$ cat src/rtl/if_fetch_stage_pkg.sv
// Shared definitions for the instruction-fetch stage: bubble encoding,
// default reset PC, FSM state encoding and the sequential-address helper.
package if_fetch_stage_pkg;

    // sll $0,$0,0 encodes as all zeros
    localparam logic [31:0] NOP_INST_DEFAULT = 32'h0000_0000;
    localparam logic [31:0] RESET_PC_DEFAULT = 32'h0000_0000;

    // FETCH: normal operation; DROP: waiting out a fetch made stale by a redirect
    typedef enum logic {
        FETCH = 1'b0,
        DROP  = 1'b1
    } fetch_state_e;

    // Sequential fetch address, 32-bit modulo; low bits pass through untouched
    function automatic logic [31:0] next_word_addr(input logic [31:0] addr);
        return addr + 32'd4;
    endfunction

endpackage

$ cat src/rtl/if_fetch_stage_fetch_hold_buf.sv
// One-entry skid buffer holding an instruction word and its fetch address.
// It catches a memory ack that lands while the pipeline is stalled so the
// word is neither lost nor fetched twice. Clear wins over load.
module fetch_hold_buf
    import if_fetch_stage_pkg::*;
(
    input  logic        clock,
    input  logic        reset,
    input  logic        load,
    input  logic        clear,
    input  logic [31:0] word_in,
    input  logic [31:0] addr_in,
    output logic        valid,
    output logic [31:0] word,
    output logic [31:0] addr
);

    logic        valid_reg;
    logic [31:0] word_reg;
    logic [31:0] addr_reg;

    // Capture word/address on load, drop them on clear
    always_ff @(posedge clock or posedge reset) begin
        if (reset) begin
            valid_reg <= 1'b0;
            word_reg  <= NOP_INST_DEFAULT;
            addr_reg  <= RESET_PC_DEFAULT;
        end else if (clear) begin
            valid_reg <= 1'b0;
        end else if (load) begin
            valid_reg <= 1'b1;
            word_reg  <= word_in;
            addr_reg  <= addr_in;
        end
    end

    assign valid = valid_reg;
    assign word  = word_reg;
    assign addr  = addr_reg;

endmodule

$ cat src/rtl/if_fetch_stage.sv
// Instruction-fetch stage feeding the IF/ID register. Drives a req/ack
// instruction-memory port with wait states, honours hazard stalls, and
// flushes on branch/jump, discarding any fetch a redirect has made stale.
module if_fetch_stage
    import if_fetch_stage_pkg::*;
#(
    parameter logic [31:0] RESET_PC = RESET_PC_DEFAULT,
    parameter logic [31:0] NOP_INST = NOP_INST_DEFAULT
) (
    input  logic        clock,
    input  logic        reset,
    input  logic        PCWrite,
    input  logic        BranchTaken,
    input  logic [31:0] BranchTarget,
    input  logic        Jump,
    input  logic [31:0] JumpTarget,
    output logic        imem_req,
    output logic [31:0] imem_addr,
    input  logic        imem_ack,
    input  logic [31:0] imem_rdata,
    output logic [31:0] Inst,
    output logic [31:0] PcPlusFour,
    output logic        InstValid
);

    fetch_state_e state_reg, state_next;
    logic [31:0]  req_addr_reg, req_addr_next;
    logic [31:0]  pend_addr_reg, pend_addr_next;
    logic [31:0]  inst_reg, inst_next;
    logic [31:0]  ppf_reg, ppf_next;
    logic         valid_reg, valid_next;

    logic         hold_valid;
    logic [31:0]  hold_word;
    logic [31:0]  hold_addr;
    logic         hold_load;
    logic         hold_clear;

    logic         redir;
    logic [31:0]  redir_target;
    logic         ack;
    logic         word_avail;
    logic [31:0]  word;
    logic [31:0]  word_addr;

    // Branch has priority over jump when both fire
    assign redir        = BranchTaken | Jump;
    assign redir_target = BranchTaken ? BranchTarget : JumpTarget;

    // Memory port straight from registers; a stalled hold entry blocks new requests
    assign imem_req  = !reset && ((state_reg == DROP) || !hold_valid);
    assign imem_addr = req_addr_reg;

    // An ack outside a request is illegal; ignore it rather than trust it
    assign ack = imem_ack && imem_req;

    // The held word is older than anything on the bus, so it is used first
    assign word_avail = hold_valid || ack;
    assign word       = hold_valid ? hold_word : imem_rdata;
    assign word_addr  = hold_valid ? hold_addr : req_addr_reg;

    fetch_hold_buf u_hold_buf (
        .clock   (clock),
        .reset   (reset),
        .load    (hold_load),
        .clear   (hold_clear),
        .word_in (imem_rdata),
        .addr_in (req_addr_reg),
        .valid   (hold_valid),
        .word    (hold_word),
        .addr    (hold_addr)
    );

    // Next-state and next-output selection for the FETCH/DROP controller
    always_comb begin
        state_next     = state_reg;
        req_addr_next  = req_addr_reg;
        pend_addr_next = pend_addr_reg;
        inst_next      = inst_reg;
        ppf_next       = ppf_reg;
        valid_next     = valid_reg;
        hold_load      = 1'b0;
        hold_clear     = 1'b0;

        case (state_reg)
            FETCH: begin
                if (redir) begin
                    // Flush: bubble out even when stalled
                    inst_next  = NOP_INST;
                    valid_next = 1'b0;
                    hold_clear = 1'b1;
                    if (ack || !imem_req) begin
                        req_addr_next = redir_target;
                    end else begin
                        // A fetch is in flight at the old address; wait it out
                        pend_addr_next = redir_target;
                        state_next     = DROP;
                    end
                end else if (PCWrite && word_avail) begin
                    inst_next     = word;
                    ppf_next      = next_word_addr(word_addr);
                    valid_next    = 1'b1;
                    req_addr_next = next_word_addr(word_addr);
                    hold_clear    = hold_valid;
                end else if (PCWrite) begin
                    // Wait state: bubble, PcPlusFour keeps its last value
                    inst_next  = NOP_INST;
                    valid_next = 1'b0;
                end else if (ack) begin
                    // Stalled with data arriving: park it
                    hold_load = 1'b1;
                end
            end
            DROP: begin
                inst_next  = NOP_INST;
                valid_next = 1'b0;
                if (redir) begin
                    pend_addr_next = redir_target;
                end
                if (ack) begin
                    // Stale data is discarded; newest redirect target wins
                    req_addr_next = redir ? redir_target : pend_addr_reg;
                    state_next    = FETCH;
                end
            end
            default: begin
                state_next = FETCH;
            end
        endcase
    end

    // Controller state and IF/ID output registers
    always_ff @(posedge clock or posedge reset) begin
        if (reset) begin
            state_reg     <= FETCH;
            req_addr_reg  <= RESET_PC;
            pend_addr_reg <= RESET_PC;
            inst_reg      <= 32'h0000_0000;
            ppf_reg       <= 32'h0000_0000;
            valid_reg     <= 1'b0;
        end else begin
            state_reg     <= state_next;
            req_addr_reg  <= req_addr_next;
            pend_addr_reg <= pend_addr_next;
            inst_reg      <= inst_next;
            ppf_reg       <= ppf_next;
            valid_reg     <= valid_next;
        end
    end

    assign Inst       = inst_reg;
    assign PcPlusFour = ppf_reg;
    assign InstValid  = valid_reg;

endmodule

$ cat config.mk
export PLATFORM = sky130hd
export DESIGN_NAME = if_fetch_stage
export DESIGN_NICKNAME = d
export VERILOG_FILES = /design/src/rtl/if_fetch_stage_pkg.sv /design/src/rtl/if_fetch_stage_fetch_hold_buf.sv /design/src/rtl/if_fetch_stage.sv
export SDC_FILE = /design/constraint.sdc
export NUM_CORES = 1
export LEC_CHECK = 0
export ABC_AREA = 1
export CAP_MARGIN = 20
export CORE_UTILIZATION = 35
export CTS_BUF_LIST = sky130_fd_sc_hd__clkbuf_16
export DETAILED_ROUTE_END_ITERATION = 7
export PLACE_DENSITY = 0.59
export RECOVER_POWER = 50
export SETUP_SLACK_MARGIN = 0.15
export SLEW_MARGIN = 20
export SYNTH_ARGS = -nofsm -noshare
export SYNTH_HDL_FRONTEND = slang
export SYNTH_SLANG_ARGS = --single-unit
$ cat constraint.sdc
create_clock -name clock -period 9.38 [get_ports clock]
set_clock_uncertainty 0.1 [all_clocks]
set_input_delay 1.876 -clock clock [delete_from_list [all_inputs] [get_ports clock]]
set_output_delay 1.876 -clock clock [all_outputs]
set_load 0.01 [all_outputs]
==> flow_summary.ini, run 1 <==
[yosys]
synth_xor_xnor_area_share = 0.00507
yosys_warnings = 0
synth_edf_count = 0
yosysTopAreaCell = dfrtp_1
synth_top_family_by_area = simple AND/OR/NAND/NOR gates
synth_cells = 1414
ys_types = 36
yosys_register_bits = 195
synth_compound_area_frac = 0.137
synthAdderAreaFrac = 0.00121
ys.flop_type = dfrtp_1
synth.top_cell.area_share = 0.471
synth_mux_area_frac = 0.00193
synthArstFlopShare = 1.00
synth_seq_area_share = 0.471
synth.avg_cell_area_um2 = 7.33
synth_common_cells = nand2_1 (557), dfrtp_1 (195), o21ai_0 (151)
syn-cell-area_mm2 = 0.0104
synthSimpleGateAreaFrac = 0.312
syn_nets = 1517
synth.area.top_cells = dfrtp_1 (47%), nand2_1 (20%), o21ai_0 (7.3%)
yosysMostFrequentCell = nand2_1

[route]
antenna_left = 0
drt-total-wl_um = 29300
dr_total_vias = 9437
routedWlPerCell_um = 15.0
drt_pass1_iterations = 5
drc = 0
drt_iter0_drc = 763
routed_via_density = 4.81

[sta]
period_minus_slack_ps = 6900
max_freq_ghz = 0.145
worst_pin_slew_ps = 5590
hold_viol = 0
setup-tns-final_ps = 0
setup_viol = 0
relSlewSlack = -2.74
min_period_over_period = 0.736
drv_slew = 209
holdWs_ps = 372
rsz0062_at_grt = no

[global_routing]
grt_overflow = 0
grt_pass1_wl_um = 47700
antenna_found_initial = 0
first_global_vias = 8780
grt_usage = 0.197
grt_start_max_net_pins = 124

[finish]
multi_input_area_mm2 = 0.00473
fillerInstances = 2968
final_area_mm2 = 0.0132
n_antenna_cell = 0
seq_area_mm2 = 0.00488
drive_gt1_frac = 0.0716
syn2layout_area_growth_pct = 26.9
final_nets = 1669

[critical_path]
required_ps = 9560
path_cells = dlygate4sd3_1 > buf_4 > nor2_1 > nand2_2 > nor2_2 > buf_4 > inv_1 > nor2_4 > buf_4 > o21ai_0
cp_common_cell = buf_4
cpPeakStageDelay_ps = 1480
cpMaxStageDelayCell = nor2_1
end_kind = flip-flop
path_class = primary input to flip-flop
cp.arrival_ps = 7080
cp_max_fo = 86
start_kind = primary input

[run_status]
violations = max-capacitance violations, max-slew violations
outcome = complete, but fails checks

[clock_network]
clk_path_buf_depth = 2
h-tree-depth = 4
worstSkewPairLatency_ps = 440
post-cts-setup-buffers = 0
ctsResizeCount = 0
cts_buffers = 17
clkTransAtPathRegs_ps = 70
cts_tree = yes
root_buffer = clkbuf_16
hold_buffers = 0
clock_sinks = 195

[power]
p_int_uw = 1830
p_per_area_mw_per_mm2 = 206
irDropWorstVdd_mv = 0.135
switching_share = 0.328
seq_power_share = 0.425
comb_power_share = 0.280
pwr-share-clk = 0.295
p_switching_uw = 892
leakagePower_uw = 0.00624

[floorplan]
initial_utilization = 0.358
die_area_mm2 = 0.0303
die_w_um = 174
die_h_um = 174
coreArea_mm2 = 0.0289
rows = 62
ios = 200

[placement]
portBuffers = 199
place_area_mm2 = 0.0126
hpwl_um = 20400
gp_congestion = 0.844

[run]
maxCapViolCount = 3

[min_path]
hold_path.class = flip-flop to flip-flop
[power groups by stage]
stage / clock [uW] / sequential (uW) / combinational [uW]
after floorplan: 0 / 1180 / 424
after global placement: 0 / 1170 / 780
after detailed placement: 0 / 1170 / 794
after CTS: 821 / 1160 / 798
after global routing: 850 / 1180 / 859
final: 802 / 1150 / 761
[cell families after synthesis]
family          after synthesis
mux                           2
simple gates                776
fa+ha+maj                     1
flops                       195
xor+xnor                      6
compound gates              260
buf+inv                     174
[layout by cell type, fill, tap and decap left out, types with 2 or more instances in the layout]
cell type and instances:
nand3_1 57, nor2_4 8, clkbuf_16 17, nor2_1 84, inv_2 5, mux2i_1 2, clkdlybuf4s50_1 100, nor2_2 16
a21oi_1 48, o21ai_1 9, inv_1 92, o21bai_1 4, dlygate4sd3_1 99, a31oi_1 19, o211ai_1 6, buf_4 10
nor3_1 7, or2_2 16, bufinv_16 5, xor2_1 5, a21oi_2 4, nand2_2 19, inv_6 3, and2_0 2
o21ai_0 152, o221ai_1 5, o21a_1 12, and2_1 4, clkinv_1 2, dfrtp_1 194, nand2_4 4, nand2_1 557
[critical path: cells and delay by family]
| kind | cells | cell delay [ps] |
|---|---|---|
| buffers and inverters | 5 | 2000 |
| AOI/OAI and AO/OA | 1 | 190 |
| and+or+nand+nor | 4 | 2940 |
[layer usage]
metal	track usage	vias to the layer above	part of all wire
met5	0	-	0
met4	0.0391	0	0.0064
met3	0.0343	13	0.060
met2	0.297	292	0.43
met1	0.296	4348	0.50
li1	-	4784	-
[per-stage QoR]
step,utilization,setup slack [ps],power (uW),std cells
6_report,0.455,2480,2720,1962
3_3_place_gp,0.434,3500,1950,1931
4_1_cts,0.456,3880,2780,1962
3_5_place_dp,0.434,3420,1970,1931
2_1_floorplan,-,2090,1600,1414
5_1_grt,0.455,1840,2890,1962
[path summary, 6_finish.rpt]
check / from / to / depth (start not counted) / slack (ps)
setup reg to reg: state_reg$_DFF_PP0_ / pend_addr_reg[8]$_DFFE_PP0P_ / 10 / 5060
max in group asynchronous: reset / u_hold_buf.valid$_DFFE_PP0P_ / 2 / 2860
min in group asynchronous: reset / pend_addr_reg[19]$_DFFE_PP0P_ / 2 / 3560
hold / removal: PcPlusFour[5]$_DFFE_PP0P_ / PcPlusFour[5]$_DFFE_PP0P_ / 2 / 370
hold reg to reg: PcPlusFour[5]$_DFFE_PP0P_ / PcPlusFour[5]$_DFFE_PP0P_ / 2 / 370
setup / recovery: BranchTaken / u_hold_buf.word[8]$_DFFE_PP0P_ / 10 / 2480
[area by class of cell]
cell class              instances  area share
flip-flops and latches        195       0.371
multi-input cells            1045       0.360
repair buffers                210       0.157
well taps                     384      0.0365
clock buffers                  17      0.0323
inverters                      97      0.0278
clock inverters                14      0.0159
Note: power is estimated with default switching activity, not from simulation.
==> inputs of run 2 (changes only) <==
==> constraint.sdc (replaced) <==
create_clock -name clock -period 6.45 [get_ports clock]
set_clock_uncertainty 0.1 [all_clocks]
set_input_delay 1.29 -clock clock [delete_from_list [all_inputs] [get_ports clock]]
set_output_delay 1.29 -clock clock [all_outputs]
set_load 0.01 [all_outputs]
==> flow_summary.ini, run 2 (synthesis results as in run 1) <==
[run_status]
outcome = complete, but fails checks
violations = max-capacitance violations, max-slew violations

[sta]
rsz0062_at_grt = no
setup_viol = 0
drv_slew = 38
period_minus_slack_ps = 4530
worst_slack_ps = 1920
worst_pin_slew_ps = 2150
max_freq_ghz = 0.221
min_period_over_period = 0.702
hold_viol = 0
setup-tns-final_ps = 0
relSlewSlack = -0.430

[power]
p_int_uw = 2540
switching_share = 0.339
finalPower_uw = 3830
seq_power_share = 0.438
leakagePower_uw = 0.00622
pwr-share-clk = 0.273
irDropWorstVdd_mv = 0.198
p_switching_uw = 1300
p_per_area_mw_per_mm2 = 292
comb_power_share = 0.288

[finish]
n_antenna_cell = 0
final_nets = 1670
fillerInstances = 2930
final_cell_mix = nand2_1 (557), dfrtp_1 (194), o21ai_0 (151)
syn2layout_area_growth_pct = 26.7
final_cells = 1964
final_common_cell = nand2_1
drive_gt1_frac = 0.0722

[placement]
pre_cts_ws_ps = 1880
dp_cells = 1932
gp_congestion = 0.852
portBuffers = 199
hpwl_um = 20300

[global_routing]
grt_usage = 0.198
first_global_vias = 8842
grt_start_max_net_pins = 159
grt_overflow = 0
grt_pass1_wl_um = 47700
antenna_found_initial = 0

[floorplan]
die_h_um = 174
rows = 62
coreArea_mm2 = 0.0289
initial_utilization = 0.358
die_area_mm2 = 0.0303
ios = 200
die_w_um = 174

[route]
drc = 0
dr_total_vias = 9516
routedWlPerCell_um = 15.0
routed_via_density = 4.85
antenna_left = 0
drt-total-wl_um = 29500
drt_pass1_iterations = 5
drt_iter0_drc = 810

[critical_path]
path_cells = clkdlybuf4s50_1 > buf_4 > nor2_4 > clkbuf_1 > inv_1 > nand2_1 > nand2_1 > nand2_1 > nand2_2 > inv_2 > nor2_1 > a21oi_1
r2r_setup_slack_ps = 2240
cpMaxStageDelayCell = clkbuf_1
r2r_cells = 8
rr_endpoint = Inst[23]$_DFFE_PP0P_
cp.arrival_ps = 4780
cp_common_cell = nand2_1
path_class = primary input to flip-flop
start_kind = primary input
end_kind = flip-flop
reg2reg_from = u_hold_buf.valid$_DFFE_PP0P_
cp_max_fo = 34
required_ps = 6700
cpPeakStageDelay_ps = 960

[clock_network]
post-cts-setup-buffers = 0
ctsResizeCount = 0
h-tree-depth = 4
clkTransAtPathRegs_ps = 70
cts_buffers = 17
worstSkewPairLatency_ps = 430
clk_path_buf_depth = 2
hold_buffers = 0
cts_tree = yes
clock_sinks = 195
root_buffer = clkbuf_16

[min_path]
hold_path.class = flip-flop to flip-flop
whs_path_depth = 2
hp-start = u_hold_buf.addr[15]$_DFFE_PP0P_
hold_path_end = u_hold_buf.addr[15]$_DFFE_PP0P_

[run]
maxCapViolCount = 1
-- run 2: how the worst max path moves through the flow --
stage,from,end,slack [ps],depth (start not counted)
floorplan,reset,InstValid$_DFFE_PP0P_,2540,1
global placement,BranchTaken,imem_addr[6]$_DFFE_PP0P_,1960,10
detailed placement,BranchTaken,imem_addr[6]$_DFFE_PP0P_,1880,10
CTS,u_hold_buf.valid$_DFFE_PP0P_,Inst[23]$_DFFE_PP0P_,2200,8
global route,BranchTaken,imem_addr[9]$_DFFE_PP0P_,1570,12
finish,BranchTaken,imem_addr[25]$_DFFE_PP0P_,1920,12
-- run 2: area by class of cell --
class                   instances  area (um^2)  area share
flip-flops and latches        195         4880       0.371
multi-input cells            1045         4740       0.361
repair buffers                211         2100       0.160
well taps                     384          480      0.0366
clock buffers                  17          425      0.0324
inverters                      97          368      0.0280
clock inverters                15          141      0.0108
-- run 2: worst max-delay path: cells and delay by family --
kind | cells | cell delay (ps)
compound gates | 1 | 150
simple gates | 6 | 960
buf+inv | 5 | 2360
-- run 2: layer usage --
metal / track usage / wire (um) / vias to the layer above
li1: - / - / 4796
met1: 0.296 / 14800 / 4394
met2: 0.292 / 12600 / 303
met3: 0.0350 / 1730 / 23
met4: 0.0497 / 380 / 0
met5: 0 / 0 / -
-- run 2: power groups by stage --
stage	registers, uW	clock network (uW)	logic [uW]
floorplan	1720	0	617
global placement	1710	0	1130
detailed placement	1710	0	1150
CTS	1690	1070	1160
global route	1720	1110	1240
finish	1680	1050	1110
-- run 2: through the flow --
step           cell area (um^2)  hold slack, ps   util
2_1_floorplan             10400             342      -
3_3_place_gp              12600             356  0.435
3_5_place_dp              12600             358  0.435
4_1_cts                   13100             376  0.454
5_1_grt                   13100             391  0.454
6_report                  13100             374  0.454
